[config.mk]
export PLATFORM = sky130hd
export DESIGN_NAME = seu_chain_ctrl
export DESIGN_NICKNAME = d
export VERILOG_FILES = /design/src/rtl/seu_chain_ctrl.sv
export SDC_FILE = /design/constraint.sdc
export NUM_CORES = 1
export LEC_CHECK = 0
export BUFFER_PORTS_ARGS = -buffer_cell sky130_fd_sc_hd__clkbuf_2
export CAP_MARGIN = 10
export CORE_MARGIN = 5
export CORE_UTILIZATION = 51
export CTS_BUF_LIST = sky130_fd_sc_hd__clkbuf_16
export DETAILED_ROUTE_END_ITERATION = 7
export PLACE_DENSITY = 0.85
export SLEW_MARGIN = 10
export SYNTH_ARGS = -nofsm -noshare
export SYNTH_HDL_FRONTEND = slang
export SYNTH_SLANG_ARGS = --single-unit
[constraint.sdc]
create_clock -name clk -period 2.1 [get_ports clk]
set_input_delay 0.315 -clock clk [delete_from_list [all_inputs] [get_ports clk]]
set_output_delay 0.315 -clock clk [all_outputs]
set_load 0.02 [all_outputs]
[src/rtl/seu_chain_ctrl.sv]
// SEU characterization sequencer: loads a known pattern into a flop chain, holds it for an
// exposure window, then shifts it out and counts bit mismatches against the same pattern.
module seu_chain_ctrl #(
  parameter int unsigned CHAIN_LEN = 64,
  parameter int unsigned CNT_W     = 16
) (
  input  logic             clk,
  input  logic             rst,
  input  logic             start,
  input  logic [1:0]       pattern_sel,
  input  logic [15:0]      hold_cycles,
  output logic             chain_se,
  output logic             chain_si,
  input  logic             chain_so,
  output logic             busy,
  output logic             done,
  output logic [CNT_W-1:0] err_cnt,
  output logic             err_sat
);

  localparam int unsigned    KW     = (CHAIN_LEN > 2) ? $clog2(CHAIN_LEN) : 1;
  localparam logic [KW-1:0]  KLast  = KW'(CHAIN_LEN - 1);
  localparam logic [CNT_W-1:0] CntMax = {CNT_W{1'b1}};

  localparam logic [2:0] StIdle   = 3'd0;
  localparam logic [2:0] StLoad   = 3'd1;
  localparam logic [2:0] StHold   = 3'd2;
  localparam logic [2:0] StUnload = 3'd3;
  localparam logic [2:0] StDone   = 3'd4;

  // Only the two low index bits ever select a pattern bit.
  function automatic logic pattern_bit(input logic [1:0] sel, input logic [1:0] klo);
    logic b;
    case (sel)
      2'd0:    b = 1'b0;
      2'd1:    b = 1'b1;
      2'd2:    b = klo[0];
      default: b = klo[1];
    endcase
    return b;
  endfunction

  logic [2:0]       state_q, state_d;
  logic [KW-1:0]    k_q, k_d;
  logic [15:0]      hold_q, hold_d;
  logic [1:0]       sel_q, sel_d;
  logic             se_q, se_d;
  logic             si_q, si_d;
  logic             busy_q, busy_d;
  logic             done_q, done_d;
  logic [CNT_W-1:0] err_q, err_d;
  logic             sat_q, sat_d;

  logic [KW-1:0]    k_inc;
  logic [1:0]       k_lo, k_inc_lo;

  assign k_inc    = k_q + 1'b1;
  assign k_lo     = 2'(k_q);
  assign k_inc_lo = 2'(k_inc);

  always_comb begin
    state_d = state_q;
    k_d     = k_q;
    hold_d  = hold_q;
    sel_d   = sel_q;
    se_d    = se_q;
    si_d    = si_q;
    busy_d  = busy_q;
    done_d  = 1'b0;
    err_d   = err_q;
    sat_d   = sat_q;

    unique case (state_q)
      StIdle: begin
        if (start) begin
          state_d = StLoad;
          k_d     = '0;
          hold_d  = hold_cycles;
          sel_d   = pattern_sel;
          err_d   = '0;
          sat_d   = 1'b0;
          se_d    = 1'b1;
          si_d    = pattern_bit(pattern_sel, 2'b00);
          busy_d  = 1'b1;
        end
      end

      StLoad: begin
        if (k_q == KLast) begin
          k_d  = '0;
          si_d = 1'b0;
          if (hold_q == 16'd0) begin
            state_d = StUnload;
          end else begin
            state_d = StHold;
            se_d    = 1'b0;
          end
        end else begin
          k_d  = k_inc;
          si_d = pattern_bit(sel_q, k_inc_lo);
        end
      end

      StHold: begin
        hold_d = hold_q - 16'd1;
        if (hold_q == 16'd1) begin
          state_d = StUnload;
          se_d    = 1'b1;
        end
      end

      StUnload: begin
        // First bit loaded sits in the tail flop, so unload index k matches load index k.
        if ((chain_so != pattern_bit(sel_q, k_lo)) && (err_q != CntMax)) begin
          err_d = err_q + 1'b1;
          if (err_d == CntMax) begin
            sat_d = 1'b1;
          end
        end
        if (k_q == KLast) begin
          state_d = StDone;
          k_d     = '0;
          se_d    = 1'b0;
          done_d  = 1'b1;
        end else begin
          k_d = k_inc;
        end
      end

      StDone: begin
        state_d = StIdle;
        busy_d  = 1'b0;
      end

      default: begin
        state_d = StIdle;
        se_d    = 1'b0;
        si_d    = 1'b0;
        busy_d  = 1'b0;
      end
    endcase
  end

  always_ff @(posedge clk) begin
    if (rst) begin
      state_q <= StIdle;
      k_q     <= '0;
      hold_q  <= '0;
      sel_q   <= '0;
      se_q    <= 1'b0;
      si_q    <= 1'b0;
      busy_q  <= 1'b0;
      done_q  <= 1'b0;
      err_q   <= '0;
      sat_q   <= 1'b0;
    end else begin
      state_q <= state_d;
      k_q     <= k_d;
      hold_q  <= hold_d;
      sel_q   <= sel_d;
      se_q    <= se_d;
      si_q    <= si_d;
      busy_q  <= busy_d;
      done_q  <= done_d;
      err_q   <= err_d;
      sat_q   <= sat_d;
    end
  end

  assign chain_se = se_q;
  assign chain_si = si_q;
  assign busy     = busy_q;
  assign done     = done_q;
  assign err_cnt  = err_q;
  assign err_sat  = sat_q;

endmodule

==> reports/results.tsv, run 1 <==
metric	value	unit
intPower	1.53	mW
worst_pin_slew	0.588	ns
final.setup.tns	0	ns
initial_core_util	0.516	
critPathLaunchType	flop	
ant_nets	0	
regToRegSetupSlack	0.14	ns
hold_end	hold_q[9]$_SDFFE_PP0P_	
synthesis.area	2790	um2
relSlewSlack	0.608	
syn_inst	354	
drv_cap	0	
numPortBuffers	42	
cts_made_buffers	5	
route.detailed.drc	0	
synth_nets	382	
arrival	2.15	ns
share_seq_of_total_power	0.470	
drive_above_1_share	0.221	
clk-insertion-delay-late	0.29	ns
worst_setup_hold_path_clk_slew	0.07	ns
cts_post_setup_buffers_inserted	0	
wl_per_cell	15.7	um
area_growth_syn_to_layout	20.4	%
hold_class	in -> reg	
cp-end-kind	flop	
grt_pass1_wl	12600	um
first_iter_violations	253	
antenna_found_initial	0	
synth.yosys.seq_area_share	0.344	
rr_endpoint	err_cnt[12]$_SDFFE_PP0P_	
placeableCoreArea	5410	um2
power.ir.vdd_worst	0.370	mV
n_antenna_cell	0	
worst_hold_startpoint	hold_cycles[9]	
whs_path_depth	3	
p_sw_frac	0.284	
cts_root_buf	clkbuf_16	
postSynthRegisterBits	48	
timing.setup.critical_path_class	reg -> reg	
placedInstanceArea	3200	um2
synth_async_sr_flop_share	0	
slowest_stage	dfxtp_1	
power_density	639	nW/um2
drt_pre_antenna_iters	5	
cts-htree-levels	2	
syn_area_per_cell	7.88	um2
row_count	27	
synth_flop_cell	dfxtp_1	
hold_viol_final	0	
power_frac_clock	0.366	
clock_sinks	48	
routed_wirelength	7540	um
first_global_vias	2820	
regToRegStartpoint	state_q[0]$_SDFFE_PP0P_	
comb_power_share	0.164	
switching_power	609	uW
floorplan.die_area	7050	um2
global_route.usage.total	0.212	
io_pins	43	
worst-endpoint-required	2.28	ns
routed_via_density	6.32	
cts_buffer_depth	2	
number_of_cell_instances_on_the_worst_register_to_register_path	6	
sequence_of_cells_on_the_critical_path	and2b_1 > nand2_1 > a211oi_4 > buf_4 > o21ai_0 > a32o_1	
post-dp-hpwl	5480	um
path_max_fanout	14	
min_period	1.96	ns
tritoncts	done	
die-height	84.0	um
fin_nets	434	
dr_total_vias	3026	
post-route-period-util	0.935	
yosysWarnings	0	
n_fill_cell	478	
outcome	complete, no violations	
floorplan.die.width	84.0	um
synth.lib_cells_used.distinct	61	
finalClockSkew	0.00803	ns
max_freq	509	MHz
routabilityCongestion	0.860	
maximum_number_of_pins_on_one_net_before_global_route_repair	18	
max_slew_vio_count	0	
finalSetupViolations	0	
synth_edf_count	0	
static-leakage-power	1.27	nW
final_area	3360	um2
grt_overflow_total	0	
cpPeakStageDelay	0.61	ns
-- registers in the layout, indices dropped and copies added (netlist names) --
register,flops
busy,1
done,1
sel_q,2
state_q,3
err_cnt,16
hold_q,16
chain_si,1
err_sat,1
k_q,6
chain_se,1
-- synth_stat cells, drive strengths merged (4+ instances only) --
master / number / area, um2
a211oi: 7 / 65.1
a21oi: 37 / 185
a22oi: 6 / 45.0
a311oi: 11 / 96.3
a31oi: 8 / 50.1
and3: 8 / 50.1
buf: 9 / 50.0
clkbuf: 16 / 61.3
dfxtp: 48 / 961
ha: 6 / 75.1
inv: 5 / 18.8
nand2: 35 / 134
nand2b: 4 / 25.0
nand3: 11 / 55.1
nand4: 10 / 62.6
nor2: 26 / 97.6
nor3: 21 / 110
nor3b: 4 / 35.0
nor4: 8 / 68.8
o21ai: 19 / 95.1
o311ai: 4 / 35.0
or3: 4 / 30.0
xnor2: 5 / 43.8
-- cells by family (layout without fill, tap and decap cells) --
logic type,Yosys count,in the layout,share of synthesized area
simple gates,146,146,0.282
xor+xnor,8,8,0.0251
compound gates,115,115,0.274
fa+ha+maj,6,6,0.0269
flops,48,48,0.344
buf+inv,31,84,0.0480
-- metal layers --
metal  routed length, um  GRT usage
met5                   0          0
met4                 119     0.0746
met3                 536     0.0405
met2                3760      0.363
met1                3120      0.265
-- worst max-delay path, delay by kind of cell (launching register included) --
| kind | cells | cell delay (ns) |
|---|---|---|
| flops | 1 | 0.61 |
| compound gates | 3 | 0.57 |
| simple gates | 2 | 0.46 |
| buf+inv | 1 | 0.21 |
-- worst max path at each step --
stage                            start                  endpoint  slack (ns)
2_1_floorplan  err_cnt[1]$_SDFFE_PP0P_   err_cnt[9]$_SDFFE_PP0P_        0.11
5_1_grt        state_q[0]$_SDFFE_PP0P_  err_cnt[10]$_SDFFE_PP0P_      -0.002
3_5_place_dp   err_cnt[1]$_SDFFE_PP0P_   err_cnt[5]$_SDFFE_PP0P_        0.16
6_report       state_q[0]$_SDFFE_PP0P_  err_cnt[12]$_SDFFE_PP0P_        0.14
4_1_cts        err_cnt[0]$_SDFFE_PP0P_   err_cnt[5]$_SDFFE_PP0P_        0.15
3_3_place_gp   state_q[0]$_SDFFE_PP0P_  err_cnt[10]$_SDFFE_PP0P_        0.25
-- layout make-up --
cell class,count,area (um2),share of cell area
Clock buffer,5,125,0.0373
Clock inverter,3,17.5,0.00522
Inverter,6,22.5,0.00671
Multi-Input combinational cell,275,1720,0.512
Sequential cell,48,963,0.287
Tap cell,72,90.1,0.0268
Timing Repair Buffer,70,420,0.125
-- metrics by stage --
stage	power [mW]	worst slack, ns	hold WS [ns]	utilization	cells
after floorplan	1.25	0.112	0.444	-	354
after detailed placement	1.36	0.161	0.466	0.592	471
after global placement	1.35	0.253	0.462	0.592	471
after CTS	2.15	0.147	0.239	0.619	479
after global routing	2.25	-0.00242	0.259	0.621	479
final	2.14	0.136	0.241	0.621	479
-- power by group through the flow --
stage	Sequential (mW)	Clock, mW	Combinational [mW]
after floorplan	1.02	0	0.234
after global routing	1.02	0.849	0.390
after CTS	1.00	0.802	0.346
after global placement	1.02	0	0.331
final	1.01	0.785	0.352
after detailed placement	1.02	0	0.341
-- cells in the final DEF (no fill, tap or decap), types with 11 or more instances in the layout --
| cell | n |
|---|---|
| a21oi_1 | 37 |
| a311oi_1 | 11 |
| buf_4 | 28 |
| clkbuf_2 | 42 |
| dfxtp_1 | 46 |
| nand2_1 | 34 |
| nand3_1 | 11 |
| nor2_1 | 26 |
| nor3_1 | 20 |
| o21ai_0 | 19 |
-- what timing repair did --
| item | in CTS | in global routing |
|---|---|---|
| endpoints found under the setup margin | 0 | 3 |
| endpoints found under the hold margin | 0 | 0 |
| resized for setup | 0 | 2 |
| hold buffers | 0 | 0 |
Note: power is estimated with default switching activity, not from simulation.
==> inputs of run 2 (changes only) <==
PLACE_DENSITY = not set   (was 0.85)
PLACE_DENSITY_LB_ADDON = 0.1   (was not set)
SETUP_SLACK_MARGIN = 0.3   (was not set)
==> run 2 against run 1 <==
First-iteration DRC count is 5.9% lower. Flip-flop and latch count did not move. Largest cell class unchanged. Cell count rose by 2.7%. Non-clock buffer count increased by 13. Clock power fell by 2%.
==> reports/results.tsv, run 2 (synthesis gave the netlist of run 1 again) <==
metric	value	unit
finalClockSkew	0.00498	ns
worst_pin_slew	0.607	ns
routabilityCongestion	0.869	
dr_total_vias	3034	
n_fill_cell	487	
whs_path_depth	3	
route.detailed.drc	0	
ff_latch_area	991	um2
routed_wirelength	8060	um
maximum_number_of_pins_on_one_net_before_global_route_repair	27	
power_density	595	nW/um2
placeableCoreArea	5410	um2
io_pins	43	
min_period	1.82	ns
first_iter_violations	238	
first_global_vias	2693	
floorplan.die_area	7050	um2
critPathLaunchType	flop	
ant_nets	0	
numPortBuffers	42	
routed_via_density	6.17	
max_freq	551	MHz
clock_sinks	48	
final_area	3660	um2
multiInputGateArea	1880	um2
cts_made_buffers	5	
die-height	84.0	um
clk-insertion-delay-late	0.29	ns
arrival	2.04	ns
hold_class	in -> reg	
most-common-layout-cells	clkbuf_2, a21oi_1, dfxtp_1, buf_4, nand2_1	
cts-htree-levels	2	
cp-end-kind	flop	
timing.setup.critical_path_class	reg -> reg	
cts_root_buf	clkbuf_16	
cts_buffer_depth	2	
max_slew_vio_count	0	
tritoncts	done	
grt_pass1_wl	12800	um
placedInstanceArea	3220	um2
relSlewSlack	0.595	
finalSetupViolations	0	
regToRegSetupSlack	0.28	ns
row_count	27	
wl_per_cell	16.4	um
outcome	complete, no violations	
power.ir.vdd_worst	0.411	mV
fin_nets	447	
post-route-period-util	0.865	
drt_pre_antenna_iters	4	
final.setup.tns	0	ns
grt_overflow_total	0	
area_growth_syn_to_layout	31.3	%
floorplan.die.width	84.0	um
static-leakage-power	1.39	nW
worst_setup_hold_path_clk_slew	0.06	ns
drive_above_1_share	0.324	
initial_core_util	0.516	
worst-endpoint-required	2.32	ns
number_of_cell_instances_on_the_worst_register_to_register_path	5	
hold_viol_final	0	
layout_commonest_cell	clkbuf_2	
rsz0062_at_grt	true	
drv_cap	0	
path_max_fanout	4	
global_route.usage.total	0.218	
antenna_found_initial	0	
n_antenna_cell	0	
post-dp-hpwl	5390	um
==> run 2: changes by cell type in the layout (fill, tap and decap cells not counted), moves of 2 or more <==
cell and delta:
a311oi_1 -5, a311oi_2 +5, buf_4 +6, buf_6 +7, dfxtp_1 -12, dfxtp_2 +7, dfxtp_4 +5, nand2_1 -3
nand2_2 +2, nor4_1 -2, nor4_4 +2, o21ai_0 -3, o21ai_1 +3
==> run 2: layout make-up <==
type / count / area share
multi-input cells: 275 / 0.512
flip-flops and latches: 48 / 0.270
repair buffers: 83 / 0.149
clock buffers: 5 / 0.0342
well taps: 72 / 0.0246
inverters: 6 / 0.00683
clock inverters: 3 / 0.00342
==> run 2: power breakdown <==
part           leakage, nW  switching [mW]  internal, mW
combinational        0.913           0.226         0.175
sequential           0.399          0.0580         0.952
clock               0.0762           0.339         0.431
total                 1.39           0.623          1.56
==> run 2: final timing paths <==
kind | start | endpoint
setup / recovery | hold_q[6]$_SDFFE_PP0P_ | chain_se$_SDFFE_PP0P_
hold / removal | pattern_sel[1] | sel_q[1]$_SDFFE_PP0P_
setup reg to reg | hold_q[6]$_SDFFE_PP0P_ | chain_se$_SDFFE_PP0P_
hold reg to reg | chain_se$_SDFFE_PP0P_ | chain_se$_SDFFE_PP0P_
==> run 2: worst max-delay path, cell delays in order (launching register included) <==
cell	delay (ns)
dfxtp_1	0.35
nor4_4	0.37
nand4_1	0.19
a211o_1	0.34
or4_1	0.41
o21ai_1	0.08
==> run 2: timing repair <==
action,4_1_cts,5_1_grt
setup endpoints to repair,27,29
cloned,1,0
hold buffers,0,0
setup buffers,3,8
pin swaps,3,15
gates resized for setup,19,41
==> run 2: per-layer routing <==
layer | vias to the layer above | wire length (um) | share of wire | track usage
met1 | 1461 | 3670 | 0.46 | 0.286
met5 | - | 0 | 0 | 0
li1 | 1481 | - | - | -
met4 | 0 | 72 | 0.0089 | 0.0497
met2 | 83 | 3910 | 0.48 | 0.364
met3 | 9 | 408 | 0.051 | 0.0474
==> run 2: metrics by stage <==
stage          setup slack, ns   util  instances  power (mW)  hold WS, ns
2_1_floorplan            0.308      -        354        1.25        0.444
3_3_place_gp             0.181  0.596        472        1.36        0.468
3_5_place_dp             0.141  0.596        472        1.37        0.473
4_1_cts                  0.301  0.639        484        2.16        0.246
5_1_grt                  0.131  0.678        492        2.29        0.257
6_report                 0.284  0.678        492        2.18        0.244
==> inputs of run 3 (changes only) <==
ABC_AREA = 1   (was not set)
CORE_MARGIN = 2   (was 5)
CORE_UTILIZATION = 52   (was 51)
==> run 3 against run 2 <==
Register-to-register slack better by 0.07 ns. Final area is 1.9% lower. Setup slack improved by 0.071 ns. Global-route usage increased by 3.3 points. Clock power grew 22%. Synthesized cell count up 27%. Cell count increased by 17%. Via count is 3.4% higher. Power grew 95%. Critical path type unchanged. Largest power group is now combinational cells.
==> reports/results.tsv, run 3 <==
metric	value	unit
grt_overflow_total	0	
postSynthRegisterBits	48	
placeableCoreArea	5470	um2
drive_above_1_share	0.232	
drt_pre_antenna_iters	7	
n_antenna_cell	0	
clk-insertion-delay-late	0.29	ns
synth_adder_area_share	0.0257	
max_slew_vio_count	0	
syn_area_per_cell	6.52	um2
floorplan.die_area	6240	um2
arrival	1.97	ns
wl_per_cell	13.4	um
row_count	27	
most-common-layout-cells	nand2_1, nor2_1, inv_1	
simple_gate_fraction_of_synth_area	0.345	
cts_buffer_depth	2	
final.setup.tns	0	ns
fin_nets	532	
maximum_number_of_pins_on_one_net_before_global_route_repair	26	
routabilityCongestion	0.899	
yosysWarnings	0	
critPathLaunchType	flop	
fin_cells	577	
preCtsSetupSlack	0.155	ns
area_fraction_in_compound_gates_after_synthesis	0.189	
clock_sinks	48	
outcome	complete, no violations	
synth.yosys.seq_area_share	0.328	
drv_cap	0	
sequence_of_cells_on_the_critical_path	ha_4 > nand2_4 > nor2_4 > nand4_4 > nor3_4 > nor2_2 > nand2_4 > nand2_8 > clkinv_8 > nand2_1 > a21oi_1	
synth_async_sr_flop_share	0	
area_growth_syn_to_layout	22.9	%
synth_top_family_by_area	simple AND/OR/NAND/NOR gates	
numPortBuffers	42	
die-height	79.0	um
synth_nets	477	
slowest_stage	dfxtp_4	
synth_flop_cell	dfxtp_1	
routed_wirelength	7720	um
routed_via_density	5.44	
synth_edf_count	0	
synth_xor_xnor_area_share	0.0180	
path_max_fanout	7	
yosys-mux-area-fraction	0	
dr_total_vias	3138	
cpPeakStageDelay	0.37	ns
synthesis.area	2930	um2
layout_commonest_cell	nand2_1	
post_synth_main_area_contributors	dfxtp_1, nand2_1, nor2_1	
final_critical_path_setup_slack	0.355	ns
first_global_vias	2773	
power.ir.vdd_worst	0.578	mV
min_period	1.74	ns
final_area	3590	um2
post-place-cells	558	
cp-end-kind	flop	
syn_inst	449	
hold_class	in -> reg	
timing.setup.critical_path_class	reg -> reg	
worst_setup_hold_path_clk_slew	0.07	ns
final_core_util	0.657	
max_freq	573	MHz
rsz0062_at_grt	true	
cts_root_buf	clkbuf_16	
synth_top_cell_by_area	dfxtp_1	
power_density	1190	nW/um2
finalSetupViolations	0	
floorplan.die.width	79.0	um
hold_viol_final	0	
first_iter_violations	195	
post-dp-hpwl	5280	um
worst-endpoint-required	2.32	ns
synth.most_common_cell	nand2_1	
cpMostUsedCell	nand2_4	
grt_pass1_wl	12600	um
post-route-period-util	0.831	
post_synth_most_frequent_cells	nand2_1, nor2_1, dfxtp_1	
synth.lib_cells_used.distinct	38	
initial_core_util	0.535	
global_route.usage.total	0.250	
io_pins	43	
cts-htree-levels	2	
tritoncts	done	
antenna_found_initial	0	
yosys.area.top_type_share	0.328	
ant_nets	0	
static-leakage-power	1.51	nW
finalClockSkew	0.00348	ns
worst_pin_slew	0.286	ns
placedInstanceArea	3210	um2
cts_made_buffers	5	
relSlewSlack	0.809	
route.detailed.drc	0	
[run 3: cell type report]
type	count	area [um2]
flip-flops and latches	48	983
well taps	72	90.1
inverters	49	201
repair inverters	1	8.76
multi-input cells	341	1810
clock inverters	3	46.3
fillers	512	1880
clock buffers	5	125
repair buffers	58	330
[run 3: per-stage QoR]
stage                     hold WS (ns)  power, mW
final                            0.265       4.26
after detailed placement         0.476       3.14
after floorplan                  0.450       2.72
after global routing             0.287       4.60
after global placement           0.471       3.12
after CTS                        0.273       4.11
[run 3: cells by family (layout without fill, tap and decap cells)]
family | Yosys count | count (layout)
simple gates | 227 | 229
compound gates | 100 | 100
buf+inv | 62 | 116
flops | 48 | 48
fa+ha+maj | 6 | 6
xor+xnor | 6 | 6
[run 3: path summary, 6_finish.rpt]
check | start | endpoint | slack, ns | cells past startpoint
max | err_cnt[1]$_SDFFE_PP0P_ | err_cnt[11]$_SDFFE_PP0P_ | 0.36 | 11
min | pattern_sel[1] | sel_q[1]$_SDFFE_PP0P_ | 0.26 | 3
max reg2reg | err_cnt[1]$_SDFFE_PP0P_ | err_cnt[11]$_SDFFE_PP0P_ | 0.36 | 11
min reg2reg | hold_q[15]$_SDFFE_PP0P_ | hold_q[15]$_SDFFE_PP0P_ | 0.49 | 2
[run 3: timing repair]
| item | in CTS | in global routing |
|---|---|---|
| setup buffers | 0 | 8 |
| hold buffers | 0 | 0 |
| pin swaps | 0 | 9 |
| gates resized for setup | 6 | 35 |
| gates cloned | 0 | 3 |
| setup endpoints to repair | 16 | 29 |
[run 3: per-layer routing]
metal / up-vias / wire length, um / track usage
met3: 12 / 592 / 0.0489
met2: 131 / 3430 / 0.377
met4: 0 / 94 / 0.0793
met5: - / 0 / 0
met1: 1403 / 3600 / 0.360
li1: 1592 / - / -
[run 3: critical path, delay by kind of cell, from the launching register on]
| family | cells | cell delay, ns |
|---|---|---|
| simple gates | 8 | 0.93 |
| flops | 1 | 0.37 |
| fa+ha+maj | 1 | 0.17 |
| compound gates | 1 | 0.12 |
| buf+inv | 1 | 0.09 |
[run 3: report_power, final]
part           switching (mW)  internal (mW)
sequential              0.252           1.14
combinational            1.26          0.668
clock                   0.372          0.567
total                    1.89           2.38
